<file path="config.mk">
export PLATFORM = sky130hd
export DESIGN_NAME = cnt_chain_hi_seg_flat
export DESIGN_NICKNAME = d
export VERILOG_FILES = /design/src/rtl/cnt_chain_hi_seg_if.sv /design/src/rtl/cnt_chain_hi_seg.sv /design/src/flat_wrapper.sv
export SDC_FILE = /design/constraint.sdc
export NUM_CORES = 1
export LEC_CHECK = 0
export CAP_MARGIN = 20
export CORE_ASPECT_RATIO = 2
export CORE_MARGIN = 3
export CORE_UTILIZATION = 41
export CTS_CLUSTER_DIAMETER = 50
export DETAILED_ROUTE_END_ITERATION = 12
export GPL_TIMING_DRIVEN = 1
export MAX_ROUTING_LAYER = met4
export PLACE_DENSITY = 0.87
export SKIP_CTS_REPAIR_TIMING = 1
export SKIP_LAST_GASP = 1
export SYNTH_ARGS = -nofsm -noshare
export SYNTH_HDL_FRONTEND = slang
export SYNTH_SLANG_ARGS = --single-unit
</file>
<file path="constraint.sdc">
create_clock -name clk1_IN -period 1.6 [get_ports clk1_IN]
set_input_delay 0.24 -clock clk1_IN [delete_from_list [all_inputs] [get_ports clk1_IN]]
set_output_delay 0.24 -clock clk1_IN [all_outputs]
set_load 0.02 [all_outputs]
</file>
<file path="src/rtl/cnt_chain_hi_seg_if.sv">
// Layer-boundary bundle for one upper counter segment: carry/mode/load inputs
// and the count, carry and wrap-phase status driven back across the TSV.
interface cnt_chain_hi_seg_if #(
    parameter int WIDTH = 8,
    parameter int PH_W  = 3
);
    logic                 cin_IN;
    logic [1:0]           mode_IN;
    logic [WIDTH-1:0]     load_val_IN;
    logic [WIDTH-1:0]     cnt_OUT;
    logic                 cout_OUT;
    logic                 zero_OUT;
    logic                 wrap_strb_OUT;
    logic [PH_W-1:0]      phase_OUT;
    logic [2**PH_W-1:0]   phase_dec_OUT;
    logic                 ovf_OUT;

    modport master (
        output cin_IN, mode_IN, load_val_IN,
        input  cnt_OUT, cout_OUT, zero_OUT, wrap_strb_OUT,
               phase_OUT, phase_dec_OUT, ovf_OUT
    );

    modport slave (
        input  cin_IN, mode_IN, load_val_IN,
        output cnt_OUT, cout_OUT, zero_OUT, wrap_strb_OUT,
               phase_OUT, phase_dec_OUT, ovf_OUT
    );
endinterface

</file>
<file path="src/rtl/cnt_chain_hi_seg.sv">
// Upper segment of the cascaded event counter: extends the lower slice by WIDTH
// bits and tracks how many times it has wrapped in a small phase counter.
module cnt_chain_hi_seg #(
    parameter int WIDTH = 8,
    parameter int PH_W  = 3
) (
    input  logic             clk1_IN,
    input  logic             rst_IN,
    cnt_chain_hi_seg_if.slave seg
);
    typedef enum logic [1:0] {
        MODE_HOLD  = 2'b00,
        MODE_COUNT = 2'b01,
        MODE_LOAD  = 2'b10,
        MODE_CLEAR = 2'b11
    } mode_e;

    localparam int NDEC = 2**PH_W;

    mode_e             mode;
    logic              cout;
    logic [WIDTH-1:0]  cnt_q,   cnt_d;
    logic              zero_q,  zero_d;
    logic              wrap_q,  wrap_d;
    logic [PH_W-1:0]   phase_q, phase_d;
    logic [NDEC-1:0]   dec_q,   dec_d;
    logic              ovf_q,   ovf_d;

    assign mode = mode_e'(seg.mode_IN);

    // No register on the carry path, so a whole chain ripples within one cycle.
    assign cout = (mode == MODE_COUNT) && seg.cin_IN && (cnt_q == '1);

    always_comb begin
        // NOTE: every output gets a default first, so no path can infer a latch.
        cnt_d   = cnt_q;
        phase_d = phase_q;
        ovf_d   = ovf_q;
        wrap_d  = cout;

        case (mode)
            MODE_CLEAR: begin
                cnt_d   = '0;
                phase_d = '0;
                ovf_d   = 1'b0;
            end
            MODE_LOAD:  cnt_d = seg.load_val_IN;
            MODE_COUNT: if (seg.cin_IN) cnt_d = cnt_q + WIDTH'(1);
            default:    ;
        endcase

        if (cout) begin
            if (phase_q == '1) ovf_d = 1'b1;
            phase_d = phase_q + PH_W'(1);
        end

        // Status flags decode the next state so they line up with cnt/phase.
        zero_d         = (cnt_d == '0);
        dec_d          = '0;
        dec_d[phase_d] = 1'b1;
    end

    always_ff @(posedge clk1_IN or posedge rst_IN) begin
        if (rst_IN) begin
            cnt_q   <= '0;
            zero_q  <= 1'b1;
            wrap_q  <= 1'b0;
            phase_q <= '0;
            dec_q   <= NDEC'(1);
            ovf_q   <= 1'b0;
        end else begin
            // NOTE: non-blocking so every register samples pre-edge values.
            cnt_q   <= cnt_d;
            zero_q  <= zero_d;
            wrap_q  <= wrap_d;
            phase_q <= phase_d;
            dec_q   <= dec_d;
            ovf_q   <= ovf_d;
        end
    end

    assign seg.cnt_OUT       = cnt_q;
    assign seg.cout_OUT      = cout;
    assign seg.zero_OUT      = zero_q;
    assign seg.wrap_strb_OUT = wrap_q;
    assign seg.phase_OUT     = phase_q;
    assign seg.phase_dec_OUT = dec_q;
    assign seg.ovf_OUT       = ovf_q;
endmodule

</file>
<file path="src/flat_wrapper.sv">
// flat-port wrapper written by rule: the top's interface ports become plain ports
module cnt_chain_hi_seg_flat 
#(
    parameter int WIDTH = 8,
    parameter int PH_W  = 3
)
  (clk1_IN, rst_IN, seg_cin_IN, seg_mode_IN, seg_load_val_IN, seg_cnt_OUT, seg_cout_OUT, seg_zero_OUT, seg_wrap_strb_OUT, seg_phase_OUT, seg_phase_dec_OUT, seg_ovf_OUT);
  cnt_chain_hi_seg_if #(.WIDTH(WIDTH), .PH_W(PH_W)) seg_i ();
  input  logic clk1_IN;
  input  logic rst_IN;
  input wire logic [$bits(seg_i.cin_IN)-1:0] seg_cin_IN;
  input wire logic [$bits(seg_i.mode_IN)-1:0] seg_mode_IN;
  input wire logic [$bits(seg_i.load_val_IN)-1:0] seg_load_val_IN;
  output wire logic [$bits(seg_i.cnt_OUT)-1:0] seg_cnt_OUT;
  output wire logic [$bits(seg_i.cout_OUT)-1:0] seg_cout_OUT;
  output wire logic [$bits(seg_i.zero_OUT)-1:0] seg_zero_OUT;
  output wire logic [$bits(seg_i.wrap_strb_OUT)-1:0] seg_wrap_strb_OUT;
  output wire logic [$bits(seg_i.phase_OUT)-1:0] seg_phase_OUT;
  output wire logic [$bits(seg_i.phase_dec_OUT)-1:0] seg_phase_dec_OUT;
  output wire logic [$bits(seg_i.ovf_OUT)-1:0] seg_ovf_OUT;
  assign seg_i.cin_IN = seg_cin_IN;
  assign seg_i.mode_IN = seg_mode_IN;
  assign seg_i.load_val_IN = seg_load_val_IN;
  assign seg_cnt_OUT = seg_i.cnt_OUT;
  assign seg_cout_OUT = seg_i.cout_OUT;
  assign seg_zero_OUT = seg_i.zero_OUT;
  assign seg_wrap_strb_OUT = seg_i.wrap_strb_OUT;
  assign seg_phase_OUT = seg_i.phase_OUT;
  assign seg_phase_dec_OUT = seg_i.phase_dec_OUT;
  assign seg_ovf_OUT = seg_i.ovf_OUT;
  cnt_chain_hi_seg #(.WIDTH(WIDTH), .PH_W(PH_W)) u_core (.clk1_IN(clk1_IN), .rst_IN(rst_IN), .seg(seg_i));
endmodule
</file>
After elaboration in Yosys (flattened, before gate mapping) --
Cells that the tools add are included.
Word-level totals: output and inout port bits 23, register bits 22
Operators by class: $lt $le $gt $ge 2, reductions and logical operators 4, add/sub/neg operators 2, equality and inequality tests 5, muxes and demuxes 9
Operator list (number):
- $pmux W8 S3 | 1
- $add A8 B1 Y8 const B | 1
- $eq A8 B8 Y1 const B | 1
- $logic_not A8 Y1 | 1
- $mux W8 | 1
- $mux W3 | 2
- $eq A2 B2 Y1 const B | 2
- $lt A3 B4 Y1 const B | 1
- $mux W1 | 4
- $add A3 B1 Y3 const B | 1
- $demux W1 S3 | 1
- $eq A3 B3 Y1 const B | 1
- $ge A3 B1 Y1 const B | 1
- $logic_and A1 B1 Y1 | 3
- $eq A2 B1 Y1 const B | 1

Longest topological paths before layout --
Gate-level depths: netlist of run 1.
depth after elaboration 8, gate-level depth with buffers 7, depth with buffers taken out 7

Worst setup path after synthesis of run 1 --
Ideal clock, no wire load.
path type flip-flop to flip-flop, start reg u_core.cnt_q[0], in the netlist u_core.seg.cnt_OUT[0], end reg u_core.dec_q[3], in the netlist u_core.seg.phase_dec_OUT[3], library setup time 123 ps, setup slack -313 ps, data arrival time 1791 ps, stages on the path, launching flop included 8, path through dfrtp_1 > ha_1 > nand3_1 > or3_4 > mux2_4 > o22a_4 > clkinv_2 > nor2_1
On the way: cells in the longest elaborated chain, start to end 7, elaborated cells between the ends (all ways) 8
Ends and longest elaborated chain:
- start, declared | line cnt_chain_hi_seg.sv:22 | logic [WIDTH-1:0] cnt_q, cnt_d;
- start signal, assigned | line cnt_chain_hi_seg.sv:73 | cnt_q <= cnt_d;
- $eq A8 B8 Y1 * | line cnt_chain_hi_seg.sv:32 | assign cout = (mode == MODE_COUNT) && seg.cin_IN && (cnt_q == '1);
- $logic_and A1 B1 Y1 * | line cnt_chain_hi_seg.sv:32
- $mux W3 * | line cnt_chain_hi_seg.sv:52 | if (cout) begin
- named net u_core.phase_d[2] | line cnt_chain_hi_seg.sv:25 | logic [PH_W-1:0] phase_q, phase_d;
- $lt A3 B4 Y1 (implied by the code) / $ge A3 B1 Y1 (equally long branches) | line cnt_chain_hi_seg.sv:60 | dec_d[phase_d] = 1'b1;
- $logic_and A1 B1 Y1 (implied by the code) | line cnt_chain_hi_seg.sv:60
- $mux W1 (implied by the code) | line cnt_chain_hi_seg.sv:60
- $demux W1 S3 *
- named net u_core.dec_d[3] | line cnt_chain_hi_seg.sv:26 | logic [NDEC-1:0] dec_q, dec_d;
- end signal, assigned | line cnt_chain_hi_seg.sv:69 | dec_q <= NDEC'(1);
- end signal, assigned | line cnt_chain_hi_seg.sv:77 | dec_q <= dec_d;
- end, declared | line cnt_chain_hi_seg.sv:26
The timed path passes the listed nets; every way through them passes the cells marked *.

Worst setup path in the final report of run 1 --
Ends and elaborated chain as after synthesis.

==> results.ini, run 1 <==
[drt]
drc=0
vias_after_detailed_routing=1171
detail_route.wirelength_mm=3.55
wl_per_instance_um=17.1
dr.first_iter.drc_count=33
avgViaCountPerCell=5.66
detailedRoute.firstPassIterationCount=4
final_antenna_net_count=0

[power]
pwr-share-seq_pct=40.3
leakage_nw=1.01
p_per_area_mw_per_mm2=803
power_frac_comb_pct=25.3
power.internal_mw=1.13
power_switching_share_pct=27.2
power.switching_mw=0.421
vdd_drop_max_uv=626
power.total_mw=1.55
pwr-share-clk_pct=34.4

[setup_path]
worst_setup_path_class=flip-flop to flip-flop
startpoint_type=flip-flop
critPathRequiredTime_ns=1.76
worst_ep_arrival_time_ns=2.01
crit_fanout=5
cp-end-kind=flip-flop

[clock_tree]
cts_max_level=1
cts.root.buffer_cell=sky130_fd_sc_hd__clkbuf_8
clk-insertion-delay-late_ns=0.27
clock_sinks=22
cts-buffers-inserted=3
clk_transition_reported_paths_ns=0.08
cts_tree=yes
clock_tree.buffer_depth=2

[place]
buffer_ports.inserted=35
place.gp.congestion=0.785
hpwlAfterDp_mm=2.46

[timing]
layout_min_cycle_time_ns=1.85
tightest_slew_ns=0.301
fin_skew_ns=0.00197
report.final.slew_viol_count=0
relSlewSlack_pct=79.7
hold_slack_final_ns=0.312
finalHoldViolations=0
grt_setup_unrepaired=yes
worst_slack_setup_final_ns=-0.249
fmaxAchievable_mhz=541
finalSetupViolations=13
final_min_period_over_clock_period_pct=116

[logic_synthesis]
library_cell_with_the_highest_instance_count_after_synthesis=sky130_fd_sc_hd__dfrtp_1
yosysUniqueCellTypes=38
synth_largest_area_cell=sky130_fd_sc_hd__dfrtp_1
netlist_area_mm2=0.00115
synth.top_cell.area_share_pct=43.6
dominantRegCellSynth=sky130_fd_sc_hd__dfrtp_1
yosysWarnings=0
number_of_synthesized_register_bits=22
syn_avg_cell_area_um2=10.1
synth.area.top_cells=sky130_fd_sc_hd__dfrtp_1 44%, sky130_fd_sc_hd__nor2_1 4.9%, sky130_fd_sc_hd__dfstp_2 4.6%
synth_enable_flop_cells=0
synth_cells=114
syn_nets=130
synth.top_cells.by_count=20 x sky130_fd_sc_hd__dfrtp_1, 15 x sky130_fd_sc_hd__nor2_1, 14 x sky130_fd_sc_hd__nand2_1
seq_area_frac_synth_pct=48.2
async_reset_ff_share_pct=100

[flow_run]
timing.max_cap.violations=0

[die]
die_area_mm2=0.00351
die_width_um=43.4
fp-row-count=26
fp.coreArea_mm2=0.00260
initial_core_util_pct=44.1
top_level_ports=36
die_y_um=80.8

[layout]
layout.nets=196
filler_cell_count=169
area_delta_synth_final_pct=68.2
antenna_cells=0
fraction_of_final_layout_cells_with_drive_strength_greater_than_1_pct=37.4

[outcome]
status=finished with violations
failed_checks=negative setup slack

[grt]
global_route.overflow_total=0
largest_net_degree_at_the_start_of_global_routing=23
grt_pass1_vias=1187
grt.total_usage_pct=21.1
initial_antenna_violation_count=0
grt_pass1_wl_mm=5.33

[hold_path]
hold_path_class=input port to asynchronous set/reset pin

sequential cells by signal, summed over array words and instances (netlist names):
signal                    count
u_core.seg.cnt_OUT            8
u_core.seg.wrap_strb_OUT      1
u_core.seg.ovf_OUT            1
u_core.seg.zero_OUT           1
u_core.seg.phase_OUT          3
u_core.seg.phase_dec_OUT      8
cell type report:
class	count	area (µm²)	area share, %
Multi-Input combinational cell	84	637	33.0
Timing Repair Buffer	64	604	31.3
Tap cell	28	35.0	1.82
Sequential cell	22	558	28.9
Clock buffer	3	41.3	2.14
Inverter	5	23.8	1.23
Clock inverter	1	30.0	1.56
final timing paths:
path                                                     to  slack, ns                   from  cells past startpoint
worst min-delay path            u_core.seg.phase_dec_OUT[4]       0.31                 rst_IN                      3
max in group asynchronous       u_core.seg.phase_dec_OUT[0]       1.01                 rst_IN                      3
worst min register to register           u_core.seg.ovf_OUT       0.54     u_core.seg.ovf_OUT                      1
min in group clk1_IN                     u_core.seg.ovf_OUT       0.54     u_core.seg.ovf_OUT                      1
worst max-delay path            u_core.seg.phase_dec_OUT[3]      -0.25  u_core.seg.cnt_OUT[0]                      8
worst max register to register  u_core.seg.phase_dec_OUT[3]      -0.25  u_core.seg.cnt_OUT[0]                      8
cell usage in the layout (no fill, tap or decap), types with 2 or more instances in the layout:
cell,netlist,final
sky130_fd_sc_hd__buf_4,0,26
sky130_fd_sc_hd__clkdlybuf4s50_1,0,22
sky130_fd_sc_hd__dfrtp_1,20,16
sky130_fd_sc_hd__nand2_1,14,12
sky130_fd_sc_hd__nor2_1,15,12
sky130_fd_sc_hd__dlymetal6s2s_1,0,12
sky130_fd_sc_hd__mux2i_1,5,4
sky130_fd_sc_hd__nand3_1,6,4
sky130_fd_sc_hd__inv_1,4,4
sky130_fd_sc_hd__dfrtp_2,0,4
sky130_fd_sc_hd__nand3_2,1,3
sky130_fd_sc_hd__nand4_1,3,3
sky130_fd_sc_hd__nor2_2,0,3
sky130_fd_sc_hd__o21ai_0,4,3
sky130_fd_sc_hd__a21oi_2,1,3
sky130_fd_sc_hd__clkbuf_8,0,3
sky130_fd_sc_hd__buf_6,0,3
sky130_fd_sc_hd__xnor2_1,2,2
sky130_fd_sc_hd__nor2b_1,3,2
sky130_fd_sc_hd__xor2_1,2,2
sky130_fd_sc_hd__or3b_2,2,2
sky130_fd_sc_hd__o211ai_1,2,2
sky130_fd_sc_hd__a22o_1,2,2
sky130_fd_sc_hd__ha_1,3,2
sky130_fd_sc_hd__dfstp_2,2,2
logic make-up (layout without fill, tap and decap cells):
family                     Yosys count  count (layout)  synth area share, %
AOI/OAI and AO/OA                   17              17                 10.9
xor gates and xnor gates             4               4                 3.05
adders and majority gates            3               3                 3.27
buffers and inverters                8              73                 2.83
DFF                                 22              22                 48.2
muxes                                6               6                 5.67
and+or+nand+nor                     54              54                 26.1
power by group through the flow:
| stage | sequential [mW] | clock (mW) | combinational [mW] |
|---|---|---|---|
| CTS | 0.624 | 0.526 | 0.387 |
| detailed placement | 0.635 | 0 | 0.385 |
| finish | 0.624 | 0.533 | 0.391 |
| floorplan | 0.690 | 0 | 0.125 |
| global placement | 0.632 | 0 | 0.374 |
| global route | 0.627 | 0.558 | 0.418 |
layer usage:
metal,wire (µm),vias to the layer above,GRT usage (%)
li1,-,530,-
met1,1300,574,22.4
met2,1950,54,38.3
met3,184,13,2.22
met4,111,0,9.06
met5,0,-,-
metrics by stage:
| stage | setup slack, ns | area (µm²) | utilization (%) | setup TNS (ns) | cells |
|---|---|---|---|---|---|
| finish | -0.249 | 1930 | 74.1 | -2.27 | 207 |
| global route | -0.298 | 1930 | 74.1 | -3.14 | 207 |
| CTS | -0.649 | 1830 | 70.2 | -3.12 | 206 |
| detailed placement | -0.588 | 1760 | 67.5 | -6.19 | 202 |
| global placement | -0.569 | 1760 | 67.5 | -5.75 | 202 |
| floorplan | -0.172 | 1170 | - | -1.22 | 114 |
worst max-delay path: stages (launching register included):
cell and delay [ns]:
sky130_fd_sc_hd__dfrtp_2 0.40, sky130_fd_sc_hd__ha_4 0.15, sky130_fd_sc_hd__nand3_2 0.05, sky130_fd_sc_hd__or3_4 0.37
sky130_fd_sc_hd__buf_6 0.13, sky130_fd_sc_hd__mux2_4 0.29, sky130_fd_sc_hd__o22a_4 0.24, sky130_fd_sc_hd__clkinv_4 0.08
sky130_fd_sc_hd__nor2_2 0.03
Note: power is estimated with default switching activity, not from simulation.
==> run 2: changes to the inputs <==
--- a/config.mk
+++ b/config.mk
@@ -6,14 +6,14 @@
 export NUM_CORES = 1
 export LEC_CHECK = 0
 export CAP_MARGIN = 20
-export CORE_ASPECT_RATIO = 2
 export CORE_MARGIN = 3
-export CORE_UTILIZATION = 41
+export CORE_UTILIZATION = 55
 export CTS_CLUSTER_DIAMETER = 50
 export DETAILED_ROUTE_END_ITERATION = 12
+export DONT_BUFFER_PORTS = 1
 export GPL_TIMING_DRIVEN = 1
 export MAX_ROUTING_LAYER = met4
-export PLACE_DENSITY = 0.87
+export PLACE_DENSITY = 0.85
 export SKIP_CTS_REPAIR_TIMING = 1
 export SKIP_LAST_GASP = 1
 export SYNTH_ARGS = -nofsm -noshare
==> run 2 against run 1 <==
  * Hold slack got worse by 0.28 ns
  * Final cell count is 23% lower
  * Utilization increased by 3.1 points
  * Highest routed layer unchanged
  * Clock power decreased by 42%
  * Clock-buffer cell count rose by 1
  * Combinational power decreased by 35%
  * The flow still finishes with violations (negative setup slack)
  * Worst setup slack better by 0.048 ns
  * Largest cell class unchanged
  * Critical endpoint is now u_core.seg.phase_dec_OUT[1]
  * Sequential cell count is the same
  * Sequential power up 2%
==> results.ini, run 2 (synthesis gave the netlist of run 1 again) <==
[outcome]
status=finished with violations  ; unchanged
failed_checks=negative setup slack  ; unchanged

[layout]
antenna_cells=0  ; unchanged
layout.nets=152  ; was 196
fraction_of_final_layout_cells_with_drive_strength_greater_than_1_pct=37.8  ; was 37.4%
multiInputGateArea_um2=616  ; was 637 µm²
stdcell_count=160  ; was 207
area_delta_synth_final_pct=23.9  ; was 68.2%
final_cell_area_mm2=0.00142  ; was 0.00193 mm²
most_common_library_cell_in_the_layout_ignoring_fill_and_taps=sky130_fd_sc_hd__buf_4  ; unchanged
ff_latch_area_um2=558  ; unchanged
utilization_pct=77.3  ; was 74.1%
most-common-layout-cells=18 x sky130_fd_sc_hd__buf_4, 16 x sky130_fd_sc_hd__dfrtp_1, 14 x sky130_fd_sc_hd__nand2_1  ; was 26 x sky130_fd_sc_hd__buf_4, 22 x sky130_fd_sc_hd__clkdlybuf4s50_1, 16 x sky130_fd_sc_hd__dfrtp_1
filler_cell_count=119  ; was 169

[die]
fp-row-count=15  ; was 26
initial_core_util_pct=62.4  ; was 44.1%
die_y_um=51.7  ; was 80.8 µm
fp.coreArea_mm2=0.00184  ; was 0.00260 mm²
die_width_um=51.7  ; was 43.4 µm
die_area_mm2=0.00267  ; was 0.00351 mm²
top_level_ports=36  ; unchanged

[power]
p_per_area_mw_per_mm2=848  ; was 803 mW/mm²
power.total_mw=1.21  ; was 1.55 mW
vdd_drop_max_uv=595  ; was 626 µV
leakage_nw=0.642  ; was 1.01 nW

[drt]
final_antenna_net_count=0  ; unchanged
detail_route.wirelength_mm=3.03  ; was 3.55 mm
drc=0  ; unchanged
dr.first_iter.drc_count=26  ; was 33
wl_per_instance_um=18.9  ; was 17.1 µm
vias_after_detailed_routing=964  ; was 1171
detailedRoute.firstPassIterationCount=4  ; unchanged
avgViaCountPerCell=6.03  ; was 5.66

[setup_path]
worst_setup_path_class=flip-flop to flip-flop  ; unchanged
worst_ep_arrival_time_ns=2.00  ; was 2.01 ns
startpoint_type=flip-flop  ; unchanged
crit_path_top_delay_cell=sky130_fd_sc_hd__dfrtp_2  ; unchanged
timing.critical_path.slowest_cell_delay_ns=0.40  ; about the same
critPathRequiredTime_ns=1.80  ; was 1.76 ns
cp-end-kind=flip-flop  ; unchanged
crit_fanout=5  ; unchanged
worstPathCellList=ha_4 > nand3_2 > or3_4 > mux2_4 > o22a_4 > clkinv_4 > nor2_1  ; was ha_4 > nand3_2 > or3_4 > buf_6 > mux2_4 > o22a_4 > clkinv_4 > nor2_2

[grt]
initial_antenna_violation_count=0  ; unchanged
grt_pass1_wl_mm=4.26  ; was 5.33 mm
global_route.overflow_total=0  ; unchanged
grt.total_usage_pct=22.0  ; was 21.1%
grt_pass1_vias=940  ; was 1187
largest_net_degree_at_the_start_of_global_routing=22  ; was 23

[timing]
relSlewSlack_pct=64.5  ; was 79.7%
report.final.slew_viol_count=0  ; unchanged
tightest_slew_ns=0.533  ; was 0.301 ns
finalSetupViolations=12  ; was 13
fmaxAchievable_mhz=555  ; was 541 MHz
layout_min_cycle_time_ns=1.80  ; was 1.85 ns
hold_slack_final_ns=0.0283  ; was 0.312 ns
fin_skew_ns=0.00176  ; was 0.00197 ns
finalHoldViolations=0  ; unchanged
worst_slack_setup_final_ns=-0.201  ; was -0.249 ns
final_min_period_over_clock_period_pct=113  ; was 116%
grt_setup_unrepaired=yes  ; unchanged

[clock_tree]
cts.root.buffer_cell=sky130_fd_sc_hd__clkbuf_4  ; was sky130_fd_sc_hd__clkbuf_8
cts_max_level=1  ; unchanged
cts_tree=yes  ; unchanged
clock_sinks=22  ; unchanged
clk_transition_reported_paths_ns=0.12  ; was 0.08 ns
clock_tree.buffer_depth=2  ; unchanged
clk-insertion-delay-late_ns=0.31  ; was 0.27 ns
cts-buffers-inserted=3  ; unchanged

[place]
hpwlAfterDp_mm=1.99  ; was 2.46 mm
dp_cells=152  ; was 202
buffer_ports.inserted=0  ; was 35
place.gp.congestion=0.841  ; was 0.785
dpl-instance-area_mm2=0.00131  ; was 0.00176 mm²

[hold_path]
hold_path_class=input port to flip-flop  ; was input port to asynchronous set/reset pin

[flow_run]
timing.max_cap.violations=0  ; unchanged

run 2: cell count changes in the layout (fill, tap and decap cells not counted), moves of 2 or more:
cell,delta
sky130_fd_sc_hd__clkdlybuf4s50_1,-22
sky130_fd_sc_hd__dlymetal6s2s_1,-12
sky130_fd_sc_hd__buf_4,-8
sky130_fd_sc_hd__clkbuf_4,+3
sky130_fd_sc_hd__buf_6,-2
sky130_fd_sc_hd__clkbuf_8,-2
sky130_fd_sc_hd__mux2i_1,-2
sky130_fd_sc_hd__mux2i_2,+2
sky130_fd_sc_hd__nand2_1,+2
run 2: worst paths after layout:
path,from,endpoint,slack [ns],cells after the start
min in group asynchronous,rst_IN,u_core.seg.phase_dec_OUT[1],0.39,2
worst max register to register,u_core.seg.cnt_OUT[1],u_core.seg.phase_dec_OUT[1],-0.20,7
worst min register to register,u_core.seg.ovf_OUT,u_core.seg.ovf_OUT,0.70,1
worst min-delay path,seg_mode_IN[1],u_core.seg.cnt_OUT[3],0.03,1
worst max-delay path,u_core.seg.cnt_OUT[1],u_core.seg.phase_dec_OUT[1],-0.20,7
max in group asynchronous,rst_IN,u_core.seg.phase_OUT[2],0.69,3
run 2: routing by layer:
metal  global-route usage, %  vias up  routed length, µm
li1                        -      440                  -
met1                    27.0      464               1180
met2                    36.2       47               1570
met3                    6.30       13                165
met4                    4.37        0                116
met5                       -        -                  0
run 2: per-stage QoR:
step / TNS [ns] / worst slack [ns]
2_1_floorplan: -1.22 / -0.172
3_5_place_dp: -0.771 / -0.128
3_3_place_gp: -0.456 / -0.0809
4_1_cts: -1.19 / -0.202
5_1_grt: -2.20 / -0.238
6_report: -1.76 / -0.201
run 2: report_power, final:
group | switching (mW) | internal [mW]
registers | 0.0396 | 0.600
clock network | 0.171 | 0.139
logic | 0.151 | 0.105
total | 0.362 | 0.844
run 2: cell type report:
class	count	share of cell area [%]
clock buffers	4	2.55
inverters	5	1.67
multi-input cells	84	43.3
flip-flops and latches	22	39.3
well taps	25	2.20
repair buffers	20	11.0
run 2: critical path, delay by kind of cell (launching register included):
family | cells | cell delay [ns]
compound gates | 1 | 0.22
flops | 1 | 0.40
mux | 1 | 0.32
fa+ha+maj | 1 | 0.15
simple gates | 3 | 0.52
buf+inv | 1 | 0.08
==> run 3: changes to the inputs <==
--- a/config.mk
+++ b/config.mk
@@ -7,15 +7,16 @@
 export LEC_CHECK = 0
 export CAP_MARGIN = 20
 export CORE_MARGIN = 3
-export CORE_UTILIZATION = 55
+export CORE_UTILIZATION = 39
 export CTS_CLUSTER_DIAMETER = 50
 export DETAILED_ROUTE_END_ITERATION = 12
 export DONT_BUFFER_PORTS = 1
 export GPL_TIMING_DRIVEN = 1
 export MAX_ROUTING_LAYER = met4
-export PLACE_DENSITY = 0.85
+export PLACE_DENSITY = 0.67
 export SKIP_CTS_REPAIR_TIMING = 1
 export SKIP_LAST_GASP = 1
 export SYNTH_ARGS = -nofsm -noshare
 export SYNTH_HDL_FRONTEND = slang
 export SYNTH_SLANG_ARGS = --single-unit
+export TNS_END_PERCENT = 10
==> run 3 against run 2 <==
  * The run still ends with negative setup slack left
  * Worst setup slack improved by 0.053 ns
  * First-iteration DRC count decreased by 35%
  * Die area grew 36%
  * Clock-buffer cell count stayed put
  * Fmax is 3.1% higher
  * Global-route usage decreased by 6.9 points
  * Critical endpoint is now seg_cout_OUT
  * Largest power group unchanged
==> results.ini, run 3 (synthesis gave the netlist of run 1 again) <==
[clock_tree]
clk_transition_reported_paths_ns=0.12  ; about the same
cts.root.buffer_cell=sky130_fd_sc_hd__clkbuf_4  ; unchanged
clk-insertion-delay-late_ns=0.30  ; was 0.31 ns
clock_tree.buffer_depth=2  ; unchanged
cts_max_level=1  ; unchanged
cts_tree=yes  ; unchanged
cts-buffers-inserted=3  ; unchanged
clock_sinks=22  ; unchanged

[outcome]
status=finished with violations  ; unchanged
failed_checks=negative setup slack  ; unchanged

[timing]
tightest_slew_ns=0.412  ; was 0.533 ns
grt_setup_unrepaired=yes  ; unchanged
hold_slack_final_ns=0.0392  ; was 0.0283 ns
relSlewSlack_pct=72.5  ; was 64.5%
final_min_period_over_clock_period_pct=109  ; was 113%
worst_slack_setup_final_ns=-0.148  ; was -0.201 ns
fin_skew_ns=0.00529  ; was 0.00176 ns
finalSetupViolations=11  ; was 12
layout_min_cycle_time_ns=1.75  ; was 1.80 ns
fmaxAchievable_mhz=572  ; was 555 MHz
report.final.slew_viol_count=0  ; unchanged
finalHoldViolations=0  ; unchanged

[place]
dp_cells=158  ; was 152
buffer_ports.inserted=0  ; unchanged
place.gp.congestion=0.880  ; was 0.841
hpwlAfterDp_mm=1.97  ; was 1.99 mm

[die]
top_level_ports=36  ; unchanged
initial_core_util_pct=41.3  ; was 62.4%
fp.coreArea_mm2=0.00278  ; was 0.00184 mm²
die_y_um=60.2  ; was 51.7 µm
fp-row-count=19  ; was 15
die_area_mm2=0.00363  ; was 0.00267 mm²
die_width_um=60.2  ; was 51.7 µm

[setup_path]
worst_ep_arrival_time_ns=1.51  ; was 2.00 ns
cp-end-kind=primary output  ; was flip-flop
worst_setup_path_class=flip-flop to primary output  ; was flip-flop to flip-flop
crit_fanout=3  ; was 5
crit_path_top_delay_cell=sky130_fd_sc_hd__dfrtp_2  ; unchanged
timing.critical_path.slowest_cell_delay_ns=0.41  ; was 0.40 ns
worstPathCellList=ha_4 > nand3_2 > or3_4 > nor2_4 > buf_6  ; was ha_4 > nand3_2 > or3_4 > mux2_4 > o22a_4 > clkinv_4 > nor2_1
critPathRequiredTime_ns=1.36  ; was 1.80 ns
startpoint_type=flip-flop  ; unchanged

[grt]
global_route.overflow_total=0  ; unchanged
grt_pass1_wl_mm=4.00  ; was 4.26 mm
largest_net_degree_at_the_start_of_global_routing=22  ; unchanged
grt.total_usage_pct=15.1  ; was 22.0%
grt_pass1_vias=898  ; was 940
initial_antenna_violation_count=0  ; unchanged

[hold_path]
hold_path_class=input port to flip-flop  ; unchanged

[drt]
wl_per_instance_um=15.4  ; was 18.9 µm
detail_route.wirelength_mm=2.51  ; was 3.03 mm
vias_after_detailed_routing=905  ; was 964
final_antenna_net_count=0  ; unchanged
dr.first_iter.drc_count=17  ; was 26
drc=0  ; unchanged
detailedRoute.firstPassIterationCount=4  ; unchanged
avgViaCountPerCell=5.55  ; was 6.03

[power]
leakage_nw=0.631  ; was 0.642 nW
p_per_area_mw_per_mm2=849  ; was 848 mW/mm²
vdd_drop_max_uv=543  ; was 595 µV

[flow_run]
timing.max_cap.violations=0  ; unchanged

[layout]
fraction_of_final_layout_cells_with_drive_strength_greater_than_1_pct=30.3  ; was 37.8%
most_common_library_cell_in_the_layout_ignoring_fill_and_taps=sky130_fd_sc_hd__dfrtp_1  ; was sky130_fd_sc_hd__buf_4
area_delta_synth_final_pct=20.1  ; was 23.9%
most-common-layout-cells=16 x sky130_fd_sc_hd__dfrtp_1, 15 x sky130_fd_sc_hd__buf_4, 14 x sky130_fd_sc_hd__nor2_1, 14 x sky130_fd_sc_hd__nand2_1  ; was 18 x sky130_fd_sc_hd__buf_4, 16 x sky130_fd_sc_hd__dfrtp_1, 14 x sky130_fd_sc_hd__nand2_1
antenna_cells=0  ; unchanged
utilization_pct=49.5  ; was 77.3%
layout.nets=149  ; was 152
stdcell_count=163  ; was 160

-- run 3: layer usage --
layer / vias up / track usage (%) / wire length [µm]
li1: 437 / - / -
met1: 442 / 18.3 / 1090
met2: 24 / 22.8 / 1180
met3: 2 / 5.62 / 215
met4: 0 / 5.38 / 18
met5: - / - / 0
-- run 3: final timing paths --
| path | startpoint | end | slack (ns) | cells past startpoint |
|---|---|---|---|---|
| setup / recovery | u_core.seg.cnt_OUT[1] | seg_cout_OUT | -0.15 | 5 |
| hold / removal | seg_mode_IN[1] | u_core.seg.cnt_OUT[3] | 0.04 | 1 |
| setup reg to reg | u_core.seg.cnt_OUT[1] | u_core.seg.phase_dec_OUT[3] | -0.14 | 7 |
| hold reg to reg | u_core.seg.phase_OUT[2] | u_core.seg.ovf_OUT | 0.68 | 2 |
| max in group asynchronous | rst_IN | u_core.seg.phase_dec_OUT[0] | 0.66 | 3 |
| min in group asynchronous | rst_IN | u_core.seg.wrap_strb_OUT | 0.35 | 2 |
-- run 3: area by class of cell --
class                           instances  area (µm²)
Fill cell                             251        1400
Multi-Input combinational cell         84         587
Sequential cell                        22         558
Timing Repair Buffer                   17         134
Tap cell                               31        38.8
Clock buffer                            4        36.3
Inverter                                5        23.8
-- run 3: metrics by stage --
step	TNS (ns)	cell area (µm²)	total power, mW	setup slack [ns]
3_5_place_dp	-0.676	1320	0.880	-0.112
3_3_place_gp	-0.519	1320	0.878	-0.0874
6_report	-1.09	1380	1.17	-0.148
4_1_cts	-1.18	1360	1.18	-0.209
2_1_floorplan	-1.25	1170	0.815	-0.172
5_1_grt	-1.83	1380	1.23	-0.214
-- run 3: worst max-delay path: cells and delay by family (launching register included) --
kind / cells / cell delay [ns]
and+or+nand+nor: 3 / 0.53
DFF: 1 / 0.41
buffers and inverters: 1 / 0.12
adders and majority gates: 1 / 0.14
-- run 3: report_power, final --
part	internal [mW]	switching, mW	leakage (nW)	total [mW]
sequential	0.599	0.0370	0.285	0.636
clock	0.139	0.163	0.0210	0.301
combinational	0.0981	0.134	0.325	0.232
